--- config.mk ---
export PLATFORM = sky130hd
export DESIGN_NAME = ctrl_seq
export DESIGN_NICKNAME = d
export VERILOG_FILES = /design/src/rtl/cpu_pkg.sv /design/src/rtl/ctrl_seq.sv
export SDC_FILE = /design/constraint.sdc
export NUM_CORES = 1
export LEC_CHECK = 0
export CORE_MARGIN = 2
export CORE_UTILIZATION = 44
export DETAILED_ROUTE_END_ITERATION = 16
export PLACE_DENSITY = 0.91
export SLEW_MARGIN = 20
export SYNTH_ARGS = -nofsm -noshare
export SYNTH_HDL_FRONTEND = slang
export SYNTH_SLANG_ARGS = --single-unit
--- constraint.sdc ---
create_clock -name CLK -period 1.77 [get_ports CLK]
set_clock_uncertainty 0.05 [all_clocks]
set_input_delay 0.2655 -clock CLK [delete_from_list [all_inputs] [get_ports CLK]]
set_output_delay 0.2655 -clock CLK [all_outputs]
set_load 0.02 [all_outputs]
--- src/rtl/cpu_pkg.sv ---
// cpu_pkg: shared state, ALU, write-back and op-register encodings for the 8-bit CPU control path
package cpu_pkg;
  typedef enum logic [2:0] {
    S_IDLE = 3'd0,
    S_F1   = 3'd1,
    S_DEC  = 3'd2,
    S_EX   = 3'd3,
    S_JA   = 3'd4,
    S_HLT  = 3'd5
  } state_t;
  localparam logic [2:0] ALU_ADD  = 3'd0;
  localparam logic [2:0] ALU_SUB  = 3'd1;
  localparam logic [2:0] ALU_AND  = 3'd2;
  localparam logic [2:0] ALU_NOT  = 3'd3;
  localparam logic [2:0] ALU_RSR  = 3'd4;
  localparam logic [2:0] ALU_RSL  = 3'd5;
  localparam logic [2:0] ALU_PASS = 3'd6;
  localparam logic [1:0] WB_ALU = 2'd0;
  localparam logic [1:0] WB_RAM = 2'd1;
  localparam logic [1:0] WB_IN  = 2'd2;
  localparam int OP_MOVA = 0;
  localparam int OP_MOVB = 1;
  localparam int OP_MOVC = 2;
  localparam int OP_ADD  = 3;
  localparam int OP_SUB  = 4;
  localparam int OP_AND  = 5;
  localparam int OP_NOT  = 6;
  localparam int OP_RSR  = 7;
  localparam int OP_RSL  = 8;
  localparam int OP_JMP  = 9;
  localparam int OP_JZ   = 10;
  localparam int OP_JC   = 11;
  localparam int OP_IN   = 12;
  localparam int OP_OUT  = 13;
  localparam int OP_NOP  = 14;
  localparam int OP_HALT = 15;
  function automatic logic [15:0] first_one(input logic [15:0] v);
    return v & (~v + 16'd1);
  endfunction
endpackage

--- src/rtl/ctrl_seq.sv ---
// ctrl_seq: fetch/decode/execute sequencer; CLK/RST_N/RUN/C/Z and 16 one-hot decoder lines in, datapath strobes, HALTED and debug STATE out
module ctrl_seq
  import cpu_pkg::*;
#(
  parameter logic AUTO_START = 1'b0
) (
  input  logic       CLK,
  input  logic       RST_N,
  input  logic       RUN,
  input  logic       C,
  input  logic       Z,
  input  logic       MOVA,
  input  logic       MOVB,
  input  logic       MOVC,
  input  logic       ADD,
  input  logic       SUB,
  input  logic       AND,
  input  logic       NOT,
  input  logic       RSR,
  input  logic       RSL,
  input  logic       JMP,
  input  logic       JZ,
  input  logic       JC,
  input  logic       IN,
  input  logic       OUT,
  input  logic       NOP,
  input  logic       HALT,
  output logic       DEC_EN,
  output logic       IR_LD,
  output logic       PC_INC,
  output logic       PC_LD,
  output logic       RAM_RD,
  output logic       RAM_WR,
  output logic       REG_WE,
  output logic [1:0] WB_SEL,
  output logic [2:0] ALU_S,
  output logic       FLAG_LD,
  output logic       OUT_LD,
  output logic       HALTED,
  output logic [2:0] STATE
);
  state_t state;
  logic [15:0] op;
  logic taken;
  logic [15:0] lines;
  logic f1, ex, ja, alu_grp, is_jmp;
  assign lines = {HALT, NOP, OUT, IN, JC, JZ, JMP, RSL, RSR, NOT, AND, SUB, ADD, MOVC, MOVB, MOVA};
  assign is_jmp = op[OP_JMP] | op[OP_JZ] | op[OP_JC];
  always_ff @(posedge CLK or negedge RST_N) begin
    if (!RST_N) begin
      state <= S_IDLE;
      op <= '0;
      taken <= 1'b0;
    end else begin
      case (state)
        S_IDLE: state <= (RUN || AUTO_START) ? S_F1 : S_IDLE;
        S_F1:   state <= S_DEC;
        S_DEC: begin
          op <= first_one(lines);
          state <= S_EX;
        end
        S_EX: begin
          if (is_jmp) taken <= op[OP_JMP] | (op[OP_JZ] & Z) | (op[OP_JC] & C);
          state <= op[OP_NOP] ? S_F1 : is_jmp ? S_JA : op[OP_HALT] ? S_HLT : S_F1;
        end
        S_JA:   state <= S_F1;
        S_HLT:  state <= S_HLT;
        default: state <= S_IDLE;
      endcase
    end
  end
  assign f1 = state == S_F1;
  assign ex = state == S_EX;
  assign ja = state == S_JA;
  assign alu_grp = |op[OP_RSL:OP_ADD];
  assign STATE = state;
  assign DEC_EN = state == S_DEC;
  assign IR_LD = f1;
  assign PC_INC = f1 | (ja & ~taken);
  assign PC_LD = ja & taken;
  assign RAM_RD = f1 | (ex & op[OP_MOVC]) | (ja & taken);
  assign RAM_WR = ex & op[OP_MOVB];
  assign REG_WE = ex & (op[OP_MOVA] | op[OP_MOVC] | alu_grp | op[OP_IN]);
  assign WB_SEL = !ex ? WB_ALU : op[OP_MOVC] ? WB_RAM : op[OP_IN] ? WB_IN : WB_ALU;
  assign ALU_S = !ex ? ALU_ADD
               : (op[OP_MOVA] | op[OP_MOVB]) ? ALU_PASS
               : op[OP_SUB] ? ALU_SUB
               : op[OP_AND] ? ALU_AND
               : op[OP_NOT] ? ALU_NOT
               : op[OP_RSR] ? ALU_RSR
               : op[OP_RSL] ? ALU_RSL
               : ALU_ADD;
  assign FLAG_LD = ex & alu_grp;
  assign OUT_LD = ex & op[OP_OUT];
  assign HALTED = state == S_HLT;
endmodule

==> run_summary.xml <==
<?xml version="1.0" encoding="UTF-8"?>
<metrics>
  <group name="outcome">
    <metric name="run_status" unit="">finished, violations left</metric>
    <metric name="failed_checks" unit="">setup timing</metric>
  </group>
  <group name="final_layout">
    <metric name="final_net_count" unit="">206</metric>
    <metric name="post_layout_nonfiller_instances" unit="">212</metric>
    <metric name="area_growth_syn_to_layout" unit="%">62.8</metric>
    <metric name="layout-drive-gt1-share" unit="%">32.6</metric>
    <metric name="mostFrequentLayoutCell" unit="">sky130_fd_sc_hd__nand2_1</metric>
    <metric name="most-common-layout-cells" unit="">sky130_fd_sc_hd__nand2_1 (25), sky130_fd_sc_hd__clkdlybuf4s50_1 (20), sky130_fd_sc_hd__buf_4 (20), sky130_fd_sc_hd__dfrtp_1 (19), sky130_fd_sc_hd__o21ai_0 (10)</metric>
    <metric name="antenna_cells_inserted" unit="">0</metric>
  </group>
  <group name="detailed_routing">
    <metric name="detail_route.drc_violations" unit="">0</metric>
    <metric name="drtAntennaViolNets" unit="">0</metric>
    <metric name="routedWlPerCell" unit="um">14.6</metric>
    <metric name="via_count" unit="">1146</metric>
    <metric name="route.final.wire_length" unit="mm">3.10</metric>
    <metric name="viasPerCell" unit="">5.41</metric>
    <metric name="dr.first_iter.drc_count" unit="">28</metric>
    <metric name="dr.pass1.iters" unit="">4</metric>
  </group>
  <group name="placement">
    <metric name="finalWeightedCongestion" unit="">0.785</metric>
    <metric name="portBuffers" unit="">38</metric>
    <metric name="dpl.cell_count" unit="">205</metric>
    <metric name="place_hpwl" unit="mm">2.38</metric>
  </group>
  <group name="floorplan">
    <metric name="chipHeight" unit="um">53.5</metric>
    <metric name="initial_utilization" unit="%">47.7</metric>
    <metric name="die_w" unit="um">53.5</metric>
    <metric name="pin_count" unit="">39</metric>
    <metric name="core_area" unit="um2">2250</metric>
    <metric name="floorplan.die_area" unit="um2">2860</metric>
    <metric name="row_count" unit="">17</metric>
  </group>
  <group name="critical_path">
    <metric name="critical_path_data_required_time" unit="ps">1450</metric>
    <metric name="crit_path_cell_trace" unit="">and3b_1, and2_4, or3_4, buf_6</metric>
    <metric name="timing.critical_path.slowest_stage_cell" unit="">sky130_fd_sc_hd__dfrtp_2</metric>
    <metric name="critical_path_peak_fanout" unit="">3</metric>
    <metric name="type_of_destination_of_the_critical_path" unit="">output port</metric>
    <metric name="worstSetupStartpointType" unit="">flop</metric>
    <metric name="slowest_delay" unit="ps">450</metric>
    <metric name="critPathArrivalTime" unit="ps">1580</metric>
    <metric name="critPathKind" unit="">reg2out</metric>
  </group>
  <group name="clock_network">
    <metric name="cts-buffers-inserted" unit="">3</metric>
    <metric name="cts_max_path_buffers" unit="">2</metric>
    <metric name="cts_root_buffer" unit="">sky130_fd_sc_hd__clkbuf_4</metric>
    <metric name="clk-insertion-delay-late" unit="ps">300</metric>
    <metric name="number_of_sinks_driven_by_the_clock_tree" unit="">20</metric>
    <metric name="ctsHoldBuffers" unit="">0</metric>
    <metric name="clk_pin_slew" unit="ps">110</metric>
    <metric name="tritoncts" unit="">done</metric>
    <metric name="cts-htree-levels" unit="">1</metric>
  </group>
  <group name="global_routing">
    <metric name="pin_count_of_the_biggest_net_entering_global_routing" unit="">21</metric>
    <metric name="grt_pass1_vias" unit="">1071</metric>
    <metric name="antenna_found_initial" unit="">0</metric>
    <metric name="globalRoute.totalOverflow" unit="">0</metric>
    <metric name="first_pass_grt_wire_length" unit="mm">4.98</metric>
    <metric name="grt_util_all_layers" unit="%">24.5</metric>
  </group>
  <group name="pwr">
    <metric name="peakVddDrop" unit="V">0.000930</metric>
    <metric name="power.density" unit="nW/um2">1270</metric>
    <metric name="fin_total_pwr" unit="uW">2230</metric>
    <metric name="p_leak" unit="uW">0.000798</metric>
  </group>
  <group name="yosys">
    <metric name="synth_seq_area_share" unit="%">46.5</metric>
    <metric name="postSynthNetCount" unit="">145</metric>
    <metric name="ys_ff_latch" unit="">20</metric>
    <metric name="netlist_area" unit="um2">1080</metric>
    <metric name="synth_cell_types" unit="">33</metric>
    <metric name="yosysWarningCount" unit="">0</metric>
    <metric name="post_synth_inst_count" unit="">124</metric>
    <metric name="postSynthAreaPerCell" unit="um2">8.68</metric>
  </group>
  <group name="timing">
    <metric name="final.min_clock_period" unit="ps">1900</metric>
    <metric name="max_slew_margin" unit="%">68.6</metric>
    <metric name="timing.fmax" unit="MHz">527</metric>
    <metric name="maxSlewViolCount" unit="">0</metric>
    <metric name="final.period_utilization" unit="%">107</metric>
    <metric name="number_of_failing_setup_endpoints_in_the_final_timing_report" unit="">4</metric>
    <metric name="worst_path_setup_slack_after_routing" unit="ps">-127</metric>
    <metric name="hold_violations" unit="">0</metric>
    <metric name="rsz0062_at_grt" unit="">true</metric>
    <metric name="timing_worst_slew_pin_value" unit="ps">467</metric>
  </group>
  <group name="worst_hold_path">
    <metric name="hold_path_class" unit="">in2async</metric>
  </group>
  <group name="flow_run">
    <metric name="cap_viol_max_count" unit="">0</metric>
  </group>
</metrics>
## cell usage after synthesis, drive strengths merged
| cell type | number | area [um2] |
|---|---|---|
| clkinv | 1 | 8.76 |
| o41ai | 1 | 16.3 |
| nand3b | 3 | 22.5 |
| nand3 | 3 | 15.0 |
| a22oi | 1 | 7.51 |
| o21bai | 2 | 15.0 |
| nor3b | 1 | 7.51 |
| nand2 | 25 | 93.8 |
| and3b | 2 | 17.5 |
| nor3 | 5 | 25.0 |
| nor4 | 3 | 25.0 |
| nand2b | 3 | 18.8 |
| a221oi | 1 | 8.76 |
| nand4b | 1 | 8.76 |
| inv | 4 | 15.0 |
| dfrtp | 20 | 500 |
| clkbuf | 1 | 3.75 |
| or2 | 1 | 6.26 |
| or3 | 2 | 12.5 |
| or3b | 1 | 11.3 |
| nor4bb | 1 | 10.0 |
| o21ai | 17 | 85.1 |
| nand4 | 1 | 12.5 |
| buf | 2 | 16.3 |
| nor2b | 1 | 6.26 |
| o31ai | 2 | 15.0 |
| a21oi | 5 | 25.0 |
| and2 | 3 | 18.8 |
| o21ba | 1 | 10.0 |
| nor2 | 10 | 37.5 |
## power by group
group          switching, uW  internal (uW)
clock                    139            126
sequential              74.8            532
combinational            657            698
total                    871           1360
## worst max-delay path, delay by kind of cell, from the launching register on
family	cells	cell delay (ps)
buf+inv	1	140
flops	1	450
simple gates	3	690
## metrics by stage
step                      setup TNS, ps  instance area [um2]  hold slack, ps  worst slack [ps]  util [%]
after CTS                          -561                 1660             233              -152      73.8
after detailed placement          -1680                 1620             443              -240      71.9
after global routing               -774                 1750             261              -184      77.7
after global placement            -1120                 1620             429              -188      71.9
final                              -387                 1750             225              -127      77.7
after floorplan                       0                 1090           -80.1              4.71         -
## final timing paths
| check | start | endpoint | slack, ps | cells after the start |
|---|---|---|---|---|
| setup / recovery | STATE[1]$_DFF_PN0_ | RAM_RD | -130 | 4 |
| hold / removal | RST_N | op[8]$_DFFE_PN0P_ | 230 | 2 |
| setup reg to reg | STATE[0]$_DFF_PN0_ | op[6]$_DFFE_PN0P_ | 130 | 4 |
| hold reg to reg | op[15]$_DFFE_PN0P_ | op[15]$_DFFE_PN0P_ | 460 | 2 |
| max in group asynchronous | RST_N | STATE[1]$_DFF_PN0_ | 1210 | 2 |
| min in group CLK | op[15]$_DFFE_PN0P_ | op[15]$_DFFE_PN0P_ | 460 | 2 |
## state kept, by name, summed over array words and instances (netlist names)
signal and flops:
op 16, taken 1, STATE 3
## layer usage
layer	vias to the layer above	part of all wire [%]	track usage (%)
li1	561	-	-
met1	542	42	30.7
met2	39	52	43.4
met3	4	5.3	2.26
met4	0	0.90	8.55
met5	-	0	0
## timing repair
action	in CTS	in global routing
pin swaps	7	8
buffers inserted	1	1
resized for setup	78	19
endpoints found under the setup margin	18	11
gates cloned	0	1
## cell families (layout without fill, tap and decap cells)
group / count (synthesis) / in the layout / share of synthesized area (%)
buffers and inverters: 8 / 68 / 4.07
and+or+nand+nor: 66 / 66 / 32.4
AOI/OAI and AO/OA: 30 / 30 / 17.0
DFF: 20 / 20 / 46.5
## area by class of cell
class	count	area [um2]
sequential	20	502
inverter	5	23.8
multi-input combinational	96	612
clock buffer	4	36.3
fill	142	503
timing repair buffer	59	543
tap	28	35.0
No activity file was read; power rests on OpenSTA's default activity.
